[src/rtl/synapse_row_fetcher_if.sv]
// Wishbone read channel between the synapse row fetcher (master) and the
// synapse matrix (slave). The master only ever issues single-word reads.
interface synapse_row_fetcher_if;
  logic        m_cyc_o;
  logic        m_stb_o;
  logic        m_we_o;
  logic [3:0]  m_sel_o;
  logic [31:0] m_adr_o;
  logic        m_ack_i;
  logic [31:0] syn_conn_i;

  modport master (
    output m_cyc_o, m_stb_o, m_we_o, m_sel_o, m_adr_o,
    input  m_ack_i, syn_conn_i
  );

  modport slave (
    input  m_cyc_o, m_stb_o, m_we_o, m_sel_o, m_adr_o,
    output m_ack_i, syn_conn_i
  );
endinterface

[src/rtl/synapse_row_fetcher.sv]
// Synapse row fetcher: buffers incoming axon spikes, turns each one into a
// single Wishbone read of its synapse row and hands the returned connection
// word to the neuron-update stage over a valid/ready handshake.
module synapse_row_fetcher #(
  parameter logic [31:0] BASE_ADDR  = 32'h3000_0000,
  parameter int          FIFO_DEPTH = 8,
  parameter int          TIMEOUT    = 16
) (
  input  logic                          wb_clk_i,
  input  logic                          wb_rst_i,
  input  logic                          enable_i,
  input  logic                          spike_valid_i,
  input  logic [7:0]                    spike_axon_i,
  output logic                          spike_ready_o,
  synapse_row_fetcher_if.master         wb,
  output logic                          conn_valid_o,
  input  logic                          conn_ready_i,
  output logic [31:0]                   conn_data_o,
  output logic [7:0]                    conn_axon_o,
  output logic                          busy_o,
  output logic [$clog2(FIFO_DEPTH):0]   fifo_level_o,
  output logic                          err_timeout_o
);

  localparam int PTR_W = $clog2(FIFO_DEPTH);
  localparam int TMO_W = $clog2(TIMEOUT);
  localparam logic [PTR_W:0] LVL_FULL = (PTR_W + 1)'(FIFO_DEPTH);
  localparam logic [TMO_W-1:0] TMO_LAST = TMO_W'(TIMEOUT - 1);

  typedef enum logic [1:0] {
    S_IDLE,
    S_REQ,
    S_OUT
  } state_t;

  // Spike FIFO storage and bookkeeping
  logic [7:0]       r_mem [FIFO_DEPTH];
  logic [PTR_W-1:0] r_wr_ptr;
  logic [PTR_W-1:0] r_rd_ptr;
  logic [PTR_W:0]   r_count;

  // Sequencer state and registered outputs
  state_t           r_state;
  logic             r_cyc;
  logic [31:0]      r_adr;
  logic             r_valid;
  logic [31:0]      r_data;
  logic [7:0]       r_axon;
  logic             r_err;
  logic [TMO_W-1:0] r_tmo;

  logic             w_full;
  logic             w_empty;
  logic             w_push;
  logic             w_pop;
  logic [7:0]       w_head;

  assign w_full  = (r_count == LVL_FULL);
  assign w_empty = (r_count == '0);
  assign w_push  = spike_valid_i & ~w_full;
  assign w_head  = r_mem[r_rd_ptr];

  // A pop happens only when the sequencer is free to start a new fetch:
  // from IDLE, or from OUT on the edge the current word is accepted.
  assign w_pop = enable_i & ~w_empty &
                 ((r_state == S_IDLE) | ((r_state == S_OUT) & conn_ready_i));

  // FIFO payload write; no fall-through, the head is always a registered entry
  // NOTE: storage arrays are left out of reset; the occupancy count already
  // marks every entry invalid, and resetting the array would cost a reset
  // tree on every bit for no functional gain.
  always_ff @(posedge wb_clk_i) begin
    if (w_push) r_mem[r_wr_ptr] <= spike_axon_i;
  end

  // FIFO pointers and occupancy count; pointers wrap naturally (power of two)
  // NOTE: sequential state is always assigned with <= so every flop samples
  // the pre-edge values of its inputs regardless of statement order.
  always_ff @(posedge wb_clk_i or posedge wb_rst_i) begin
    if (wb_rst_i) begin
      r_wr_ptr <= '0;
      r_rd_ptr <= '0;
      r_count  <= '0;
    end else begin
      if (w_push) r_wr_ptr <= r_wr_ptr + 1'b1;
      if (w_pop)  r_rd_ptr <= r_rd_ptr + 1'b1;
      unique case ({w_push, w_pop})
        2'b10:   r_count <= r_count + 1'b1;
        2'b01:   r_count <= r_count - 1'b1;
        default: r_count <= r_count;
      endcase
    end
  end

  // Fetch sequencer: IDLE -> REQ (one Wishbone read) -> OUT (hand-off)
  always_ff @(posedge wb_clk_i or posedge wb_rst_i) begin
    if (wb_rst_i) begin
      r_state <= S_IDLE;
      r_cyc   <= 1'b0;
      r_adr   <= BASE_ADDR;
      r_valid <= 1'b0;
      r_data  <= '0;
      r_axon  <= '0;
      r_err   <= 1'b0;
      r_tmo   <= '0;
    end else begin
      r_err <= 1'b0;

      unique case (r_state)
        S_IDLE: ;
        S_REQ: begin
          // An ack on the expiry edge is checked first, so it wins.
          if (wb.m_ack_i) begin
            r_data  <= wb.syn_conn_i;
            r_valid <= 1'b1;
            r_cyc   <= 1'b0;
            r_state <= S_OUT;
          end else if (r_tmo == TMO_LAST) begin
            r_cyc   <= 1'b0;
            r_err   <= 1'b1;
            r_state <= S_IDLE;
          end else begin
            r_tmo <= r_tmo + 1'b1;
          end
        end
        S_OUT: begin
          if (conn_ready_i) begin
            r_valid <= 1'b0;
            r_state <= S_IDLE;
          end
        end
        default: r_state <= S_IDLE;
      endcase

      // Starting a fetch overrides the IDLE fallback above, which gives the
      // back-to-back OUT -> REQ transition without a bubble.
      if (w_pop) begin
        r_state <= S_REQ;
        r_cyc   <= 1'b1;
        r_adr   <= BASE_ADDR + {22'd0, w_head, 2'b00};
        r_axon  <= w_head;
        r_tmo   <= '0;
      end
    end
  end

  assign wb.m_cyc_o = r_cyc;
  assign wb.m_stb_o = r_cyc;
  assign wb.m_we_o  = 1'b0;
  assign wb.m_sel_o = 4'hF;
  assign wb.m_adr_o = r_adr;

  assign spike_ready_o = ~w_full;
  assign conn_valid_o  = r_valid;
  assign conn_data_o   = r_data;
  assign conn_axon_o   = r_axon;
  assign err_timeout_o = r_err;
  assign fifo_level_o  = r_count;
  assign busy_o        = (r_state != S_IDLE) | ~w_empty;

endmodule
[src/flat_wrapper.sv]
// flat-port wrapper written by rule: the top's interface ports become plain ports
module synapse_row_fetcher_flat 
#(
  parameter logic [31:0] BASE_ADDR  = 32'h3000_0000,
  parameter int          FIFO_DEPTH = 8,
  parameter int          TIMEOUT    = 16
)
  (wb_clk_i, wb_rst_i, enable_i, spike_valid_i, spike_axon_i, spike_ready_o, conn_valid_o, conn_ready_i, conn_data_o, conn_axon_o, busy_o, fifo_level_o, err_timeout_o, wb_m_cyc_o, wb_m_stb_o, wb_m_we_o, wb_m_sel_o, wb_m_adr_o, wb_m_ack_i, wb_syn_conn_i);
  synapse_row_fetcher_if wb_i ();
  input  logic wb_clk_i;
  input  logic wb_rst_i;
  input  logic enable_i;
  input  logic spike_valid_i;
  input  logic [7:0] spike_axon_i;
  output logic spike_ready_o;
  output logic conn_valid_o;
  input  logic conn_ready_i;
  output logic [31:0] conn_data_o;
  output logic [7:0] conn_axon_o;
  output logic busy_o;
  output logic [$clog2(FIFO_DEPTH):0] fifo_level_o;
  output logic err_timeout_o;
  output wire logic [$bits(wb_i.m_cyc_o)-1:0] wb_m_cyc_o;
  output wire logic [$bits(wb_i.m_stb_o)-1:0] wb_m_stb_o;
  output wire logic [$bits(wb_i.m_we_o)-1:0] wb_m_we_o;
  output wire logic [$bits(wb_i.m_sel_o)-1:0] wb_m_sel_o;
  output wire logic [$bits(wb_i.m_adr_o)-1:0] wb_m_adr_o;
  input wire logic [$bits(wb_i.m_ack_i)-1:0] wb_m_ack_i;
  input wire logic [$bits(wb_i.syn_conn_i)-1:0] wb_syn_conn_i;
  assign wb_m_cyc_o = wb_i.m_cyc_o;
  assign wb_m_stb_o = wb_i.m_stb_o;
  assign wb_m_we_o = wb_i.m_we_o;
  assign wb_m_sel_o = wb_i.m_sel_o;
  assign wb_m_adr_o = wb_i.m_adr_o;
  assign wb_i.m_ack_i = wb_m_ack_i;
  assign wb_i.syn_conn_i = wb_syn_conn_i;
  synapse_row_fetcher #(.BASE_ADDR(BASE_ADDR), .FIFO_DEPTH(FIFO_DEPTH), .TIMEOUT(TIMEOUT)) u_core (.wb_clk_i(wb_clk_i), .wb_rst_i(wb_rst_i), .enable_i(enable_i), .spike_valid_i(spike_valid_i), .spike_axon_i(spike_axon_i), .spike_ready_o(spike_ready_o), .wb(wb_i), .conn_valid_o(conn_valid_o), .conn_ready_i(conn_ready_i), .conn_data_o(conn_data_o), .conn_axon_o(conn_axon_o), .busy_o(busy_o), .fifo_level_o(fifo_level_o), .err_timeout_o(err_timeout_o));
endmodule
[config.mk]
export PLATFORM = sky130hd
export DESIGN_NAME = synapse_row_fetcher_flat
export DESIGN_NICKNAME = d
export VERILOG_FILES = /design/src/rtl/synapse_row_fetcher_if.sv /design/src/rtl/synapse_row_fetcher.sv /design/src/flat_wrapper.sv
export SDC_FILE = /design/constraint.sdc
export NUM_CORES = 1
export LEC_CHECK = 0
export ABC_CLOCK_PERIOD_IN_PS = 4300
export CAP_MARGIN = 30
export CORE_MARGIN = 2
export CORE_UTILIZATION = 53
export DETAILED_ROUTE_END_ITERATION = 6
export PLACE_DENSITY = 0.86
export SETUP_SLACK_MARGIN = 0.5
export SYNTH_ARGS = -nofsm -noshare
export SYNTH_HDL_FRONTEND = slang
export SYNTH_SLANG_ARGS = --single-unit
[constraint.sdc]
create_clock -name wb_clk_i -period 4.3 [get_ports wb_clk_i]
set_input_delay 0.43 -clock wb_clk_i [delete_from_list [all_inputs] [get_ports wb_clk_i]]
set_output_delay 0.43 -clock wb_clk_i [all_outputs]
set_load 0.1 [all_outputs]
==> reports/results.ini, run 1 <==
[run_status]
status = completed

[worst_setup_path]
end_kind = primary output
crit_path_start_kind = flip-flop
worstReg2RegStart = u_core.fifo_level_o[0]
crit_end = busy_o
critPathKind = flip-flop to primary output
timing.rr.end = u_core.fifo_level_o[2]
r2r_slack_ps = 1660
cp.arrival_ps = 2650
required_ps = 3870
critPathLaunch = u_core.fifo_level_o[0]
rr_worst_depth = 9
path_max_fanout = 7

[cells_and_area]
drive_gt1_share_pct = 21.2
nets = 486
layout.cells.non_filler = 581
diodes = 0
synthToLayoutAreaGrowth_pct = 30.7

[global_route]
grt_pass1_wl_um = 16000
grt_max_degree = 40
track_usage_pct = 21.1
grt_pass1_vias = 3049
grt-ovfl-total = 0
grt_antenna_before_repair = 0

[routing]
drtIter0Drc = 253
drt-pass1-iter-count = 4
vias = 3022
drt-vias-per-instance = 5.20
drc_errors = 0
drt_wl_total_um = 10300
ant_nets = 0
wl_per_cell_um = 17.8

[clock_network]
clk_pin_slew_worst_paths_ps = 60
worstSkewPairLatency_ps = 520
post_cts_resize_count = 0
clock_path_buffers = 2
cts_made_buffers = 17
cts_tree = done
root_buffer = clkbuf_8
cts_num_sinks = 123
postCtsSetupBuffers = 0
hold_buffers = 0
ctsHtreeMaxLevel = 4

[synth]
syn-cell-area_um2 = 5170
seq_area_frac_synth_pct = 65.7
ys_ff_latch = 123
synthCells = 327
synthFlopType = edfxtp_1
avgSynthCellArea_um2 = 15.8
ys_types = 34
synth_edf_count = 64
synth_warnings = 0
async_flop_share_pct = 48.0

[job]
max_cap_viol_count = 0

[sta]
finalHoldViolCount = 0
maxSlewViolCount = 0
setup_viol = 0
tns_ps = 0
period_share_pct = 71.6
fin_skew_ps = 11.8
max_slew_margin_pct = 32.6
rsz0062_at_grt = false
worstMarginPinSlew_ps = 1010
period_minus_slack_ps = 3080
fmax_mhz = 325

[placed_design]
placed_cells = 549
dp_hpwl_um = 6920
finalWeightedCongestion = 0.742
io_buffers = 103

[die]
die_x_um = 103
core.rowCount = 36
die_area_um2 = 10600
fp.coreArea_um2 = 9640
boundaryPins = 133
chipHeight_um = 103
initial_core_util_pct = 53.7

[worst_hold_path]
hold_class = input port to asynchronous set/reset pin

[through the flow]
stage               instance area, µm²  utilization [%]  setup WS [ps]  hold WS (ps)
CTS                               6760             70.2           1200           407
floorplan                         5280                -           1200           471
global placement                  6160             63.9           1660           486
global route                      6760             70.2           1110           449
detailed placement                6200             64.3           1540           492
finish                            6760             70.2           1220           383
[state kept, by name, summed over array words and instances (netlist names), 2 cells and up]
name and flops:
u_core.conn_data_o 32, u_core.fifo_level_o 4, u_core.r_mem 64, u_core.r_rd_ptr 3, u_core.r_state 2, u_core.r_tmo 4, u_core.r_wr_ptr 3, u_core.wb.m_adr_o 8
[cells in the mapped netlist, drive strengths merged (2+ instances only)]
| cell | n | area share, % |
|---|---|---|
| mux2 | 35 | 7.6 |
| nand2 | 8 | 0.58 |
| nor4 | 2 | 0.36 |
| nand2b | 5 | 0.60 |
| mux4 | 16 | 7.0 |
| inv | 5 | 0.36 |
| conb | 2 | 0.15 |
| clkbuf | 7 | 0.51 |
| ha | 5 | 1.2 |
| nand3 | 7 | 0.68 |
| mux2i | 11 | 2.1 |
| o21ai | 3 | 0.29 |
| a21oi | 10 | 0.97 |
| xor2 | 5 | 0.85 |
| buf | 43 | 6.2 |
| nor3b | 2 | 0.29 |
| dfrtp | 59 | 29 |
| xnor2 | 5 | 0.85 |
| nor2b | 3 | 0.36 |
| nor2 | 17 | 1.2 |
| edfxtp | 64 | 37 |
| nor3 | 6 | 0.58 |
[routing by layer]
| metal | GRT usage [%] | part of all wire [%] | vias to the layer above |
|---|---|---|---|
| met5 | 0 | 0 | - |
| met4 | 7.79 | 1.7 | 0 |
| met3 | 6.92 | 6.8 | 17 |
| met2 | 35.8 | 52 | 150 |
| met1 | 25.4 | 39 | 1508 |
| li1 | - | - | 1347 |
[cell families after synthesis]
group	share of synthesized area [%]
compound gates	2.25
xor+xnor	1.69
fa+ha+maj	1.21
buf+inv	7.08
flops	65.7
mux	16.7
other cells	0.145
simple gates	5.25
[critical path, cell delays in order (launching register included)]
cell and delay, ps:
dfrtp_1 470, nor4_2 570, nand2_1 100, clkdlybuf4s50_1 990
[placed cells by master, fill, tap and decap left out, types with 5 or more instances in the layout]
cell type,n
a21oi_1,10
clkbuf_16,16
clkdlybuf4s50_1,103
clkinvlp_4,6
conb_1,29
dfrtp_1,59
edfxtp_1,64
ha_1,5
mux2_2,35
mux2i_1,11
mux4_2,16
nand2_1,8
nand2b_1,5
nand3_1,7
nor2_1,17
nor3_1,5
xnor2_1,5
xor2_1,5
[how the worst min path moves through the flow]
stage / startpoint / endpoint / cells past startpoint
after floorplan: u_core.r_tmo[0] / u_core.r_tmo[0] / 1
after global placement: u_core.r_tmo[0] / u_core.r_tmo[0] / 1
after detailed placement: u_core.conn_data_o[10] / u_core.conn_data_o[10] / 1
after CTS: wb_rst_i / u_core.conn_data_o[29] / 2
after global routing: wb_rst_i / u_core.conn_data_o[30] / 2
final: wb_rst_i / u_core.conn_data_o[30] / 2
[layout make-up]
cell class,count,area (µm²)
sequential,123,3400
fill,602,2880
multi-input combinational,176,1520
timing repair buffer,112,1100
clock buffer,18,418
tap,133,166
clock inverter,14,149
inverter,5,18.8
Power of run 1 is left out: the tool's default activity adds up to more than one toggle a clock period on the data nets, which glitch-free logic cannot reach.
==> inputs of run 2 (changes only) <==
Settings changed: ABC_CLOCK_PERIOD_IN_PS 4300 to 2630, CORE_UTILIZATION 53 to 44, PLACE_DENSITY 0.86 to 0.76.
Clock period 4.3 ns to 2.63 ns, I/O delays scaled along.
==> run 2 against run 1 <==
Effect of this change: non-clock buffer count increased by 10; count of clock-buffer cells in the layout rose by 1; global-route usage shrank 5.2 points; setup slack worse by 770 ps; critical path depth rose by 6; utilization is 11 points lower; cell count up 3.4%; clock skew increased by 1.2 ps.
==> reports/results.ini, run 2 (same netlist as run 1, synthesis figures left out) <==
[worst_hold_path]
hold_class = input port to asynchronous set/reset pin

[worst_setup_path]
path_cells = or4b_4, nand2_8, ha_4, xor2_1, ha_2, inv_1, o41ai_2, mux2i_1, xnor2_1
cp.buffers_inverters = 1  ; unchanged
max_stage_delay_ps = 570  ; -420 ps
crit_path_start_kind = flip-flop
path_max_fanout = 3  ; -4
end_kind = flip-flop
required_ps = 2960  ; -910 ps
critPathTopFamily = simple AND/OR/NAND/NOR gates
cp.arrival_ps = 2500  ; -150 ps
critPathKind = flip-flop to flip-flop
cpMaxStageDelayCell = or4b_4

[cells_and_area]
drive_gt1_share_pct = 37.8  ; +17 points
synthToLayoutAreaGrowth_pct = 30.4
mostFrequentLayoutCell = buf_4
largest_register_ffs = 64  ; unchanged
top_register = u_core.r_mem
final_cell_mix = buf_4, edfxtp_1, dfrtp_1
diodes = 0  ; unchanged
nets = 496  ; +2.1%
final_util_pct = 58.9  ; -11 points
final.fill_count = 851  ; +41%

[sta]
finalHoldViolCount = 0  ; unchanged
setup_slack_ps = 452  ; -771 ps
maxSlewViolCount = 0  ; unchanged
fmax_mhz = 459
worstMarginPinSlew_ps = 813  ; -195 ps
setup_viol = 0  ; unchanged
rsz0062_at_grt = true
tns_ps = 0  ; unchanged
fin_skew_ps = 13.1  ; +1.24 ps
period_share_pct = 82.8
period_minus_slack_ps = 2180
max_slew_margin_pct = 45.8  ; +13 points

[die]
initial_core_util_pct = 45.1  ; -8.6 points
die_area_um2 = 12600  ; +20%
die_x_um = 112  ; +9.4%
core.rowCount = 39  ; +8.3%
chipHeight_um = 112  ; +9.4%
boundaryPins = 133  ; unchanged
fp.coreArea_um2 = 11500  ; +19%

[routing]
drt-vias-per-instance = 4.93  ; -5.3%
drc_errors = 0  ; unchanged
wl_per_cell_um = 16.0  ; -10%
vias = 2961  ; -2.0%
drtIter0Drc = 141  ; -44%
drt_wl_total_um = 9590  ; -7.2%
drt-pass1-iter-count = 4  ; unchanged
ant_nets = 0  ; unchanged

[placed_design]
io_buffers = 103  ; unchanged
preCtsSetupSlack_ps = 270  ; -1270 ps
finalWeightedCongestion = 0.740  ; -0.28%
dp_hpwl_um = 6550  ; -5.2%

[global_route]
track_usage_pct = 15.9  ; -5.2 points
use_met2_pct = 27.6  ; -8.3 points
grt_pass1_vias = 2988  ; -2.0%
grt_max_degree = 34  ; -15%
grt-ovfl-total = 0  ; unchanged
met1_usage_pct = 18.8  ; -6.6 points
top_usage_layer = met2
grt_pass1_wl_um = 15300  ; -4.4%
grt.met3_usage_pct = 3.94  ; -3.0 points
grt_antenna_before_repair = 0  ; unchanged

[clock_network]
ctsHtreeMaxLevel = 4  ; unchanged
cts_num_sinks = 123  ; unchanged
root_buffer = clkbuf_16
cts_tree = done
hold_buffers = 0  ; unchanged
cts_made_buffers = 17  ; unchanged
clock_path_buffers = 2  ; unchanged
clk_pin_slew_worst_paths_ps = 60  ; about the same
worstSkewPairLatency_ps = 410  ; -110 ps

[job]
max_cap_viol_count = 0  ; unchanged

[run_status]
status = completed

-- run 2: cell types whose count changed in the layout (fill, tap and decap cells not counted), moves of 2 or more --
cell | previous run | this run
dfrtp_1 | 59 | 55
ha_1 | 5 | 3
nor2_2 | 0 | 3
buf_4 | 4 | 76
clkinv_2 | 1 | 4
clkinvlp_4 | 6 | 2
clkinv_1 | 1 | 3
nor2_1 | 17 | 14
buf_2 | 4 | 0
dfrtp_2 | 0 | 4
clkdlybuf4s50_1 | 103 | 45
-- run 2: worst reg2reg max path: cells and delay by family (launching register included) --
family | cells | cell delay, ps
simple gates | 2 | 660
flops | 1 | 440
fa+ha+maj | 2 | 330
xor+xnor | 2 | 310
mux | 1 | 280
compound gates | 1 | 50
buf+inv | 1 | 40
-- run 2: area by class of cell --
class	count	area [µm²]	share of cell area [%]
inverter	5	18.8	0.278
clock buffer	19	433	6.41
tap	143	179	2.65
timing repair buffer	122	1030	15.3
multi-input combinational	176	1580	23.4
sequential	123	3400	50.4
clock inverter	13	103	1.52
-- run 2: path summary, 6_finish.rpt --
check	startpoint	end	slack, ps	cells after the start
min in group wb_clk_i	wb_syn_conn_i[16]	u_core.conn_data_o[16]	470	2
hold / removal	wb_rst_i	u_core.wb.m_adr_o[6]	270	2
max in group asynchronous	wb_rst_i	u_core.conn_data_o[9]	1700	3
hold reg to reg	u_core.conn_data_o[19]	u_core.conn_data_o[19]	500	1
setup reg to reg	u_core.fifo_level_o[0]	u_core.fifo_level_o[2]	450	9
setup / recovery	u_core.fifo_level_o[0]	u_core.fifo_level_o[2]	450	9
-- run 2: what timing repair did --
item,4_1_cts,5_1_grt
setup buffers,9,0
endpoints found under the setup margin,2,3
pin swaps,3,1
gates resized for setup,0,2
-- run 2: metrics by stage --
| step | area [µm²] | hold slack (ps) | instances |
|---|---|---|---|
| 2_1_floorplan | 5360 | 336 | 354 |
| 3_3_place_gp | 6140 | 486 | 560 |
| 3_5_place_dp | 6140 | 496 | 560 |
| 4_1_cts | 6740 | 291 | 601 |
| 5_1_grt | 6750 | 334 | 601 |
| 6_report | 6750 | 269 | 601 |
-- run 2: routing by layer --
metal / vias to the layer above / part of all wire [%]
li1: 1365 / -
met1: 1459 / 40
met5: - / 0
met3: 17 / 5.8
met4: 0 / 2.1
met2: 120 / 52
Power of run 2 is left out for the same reason.
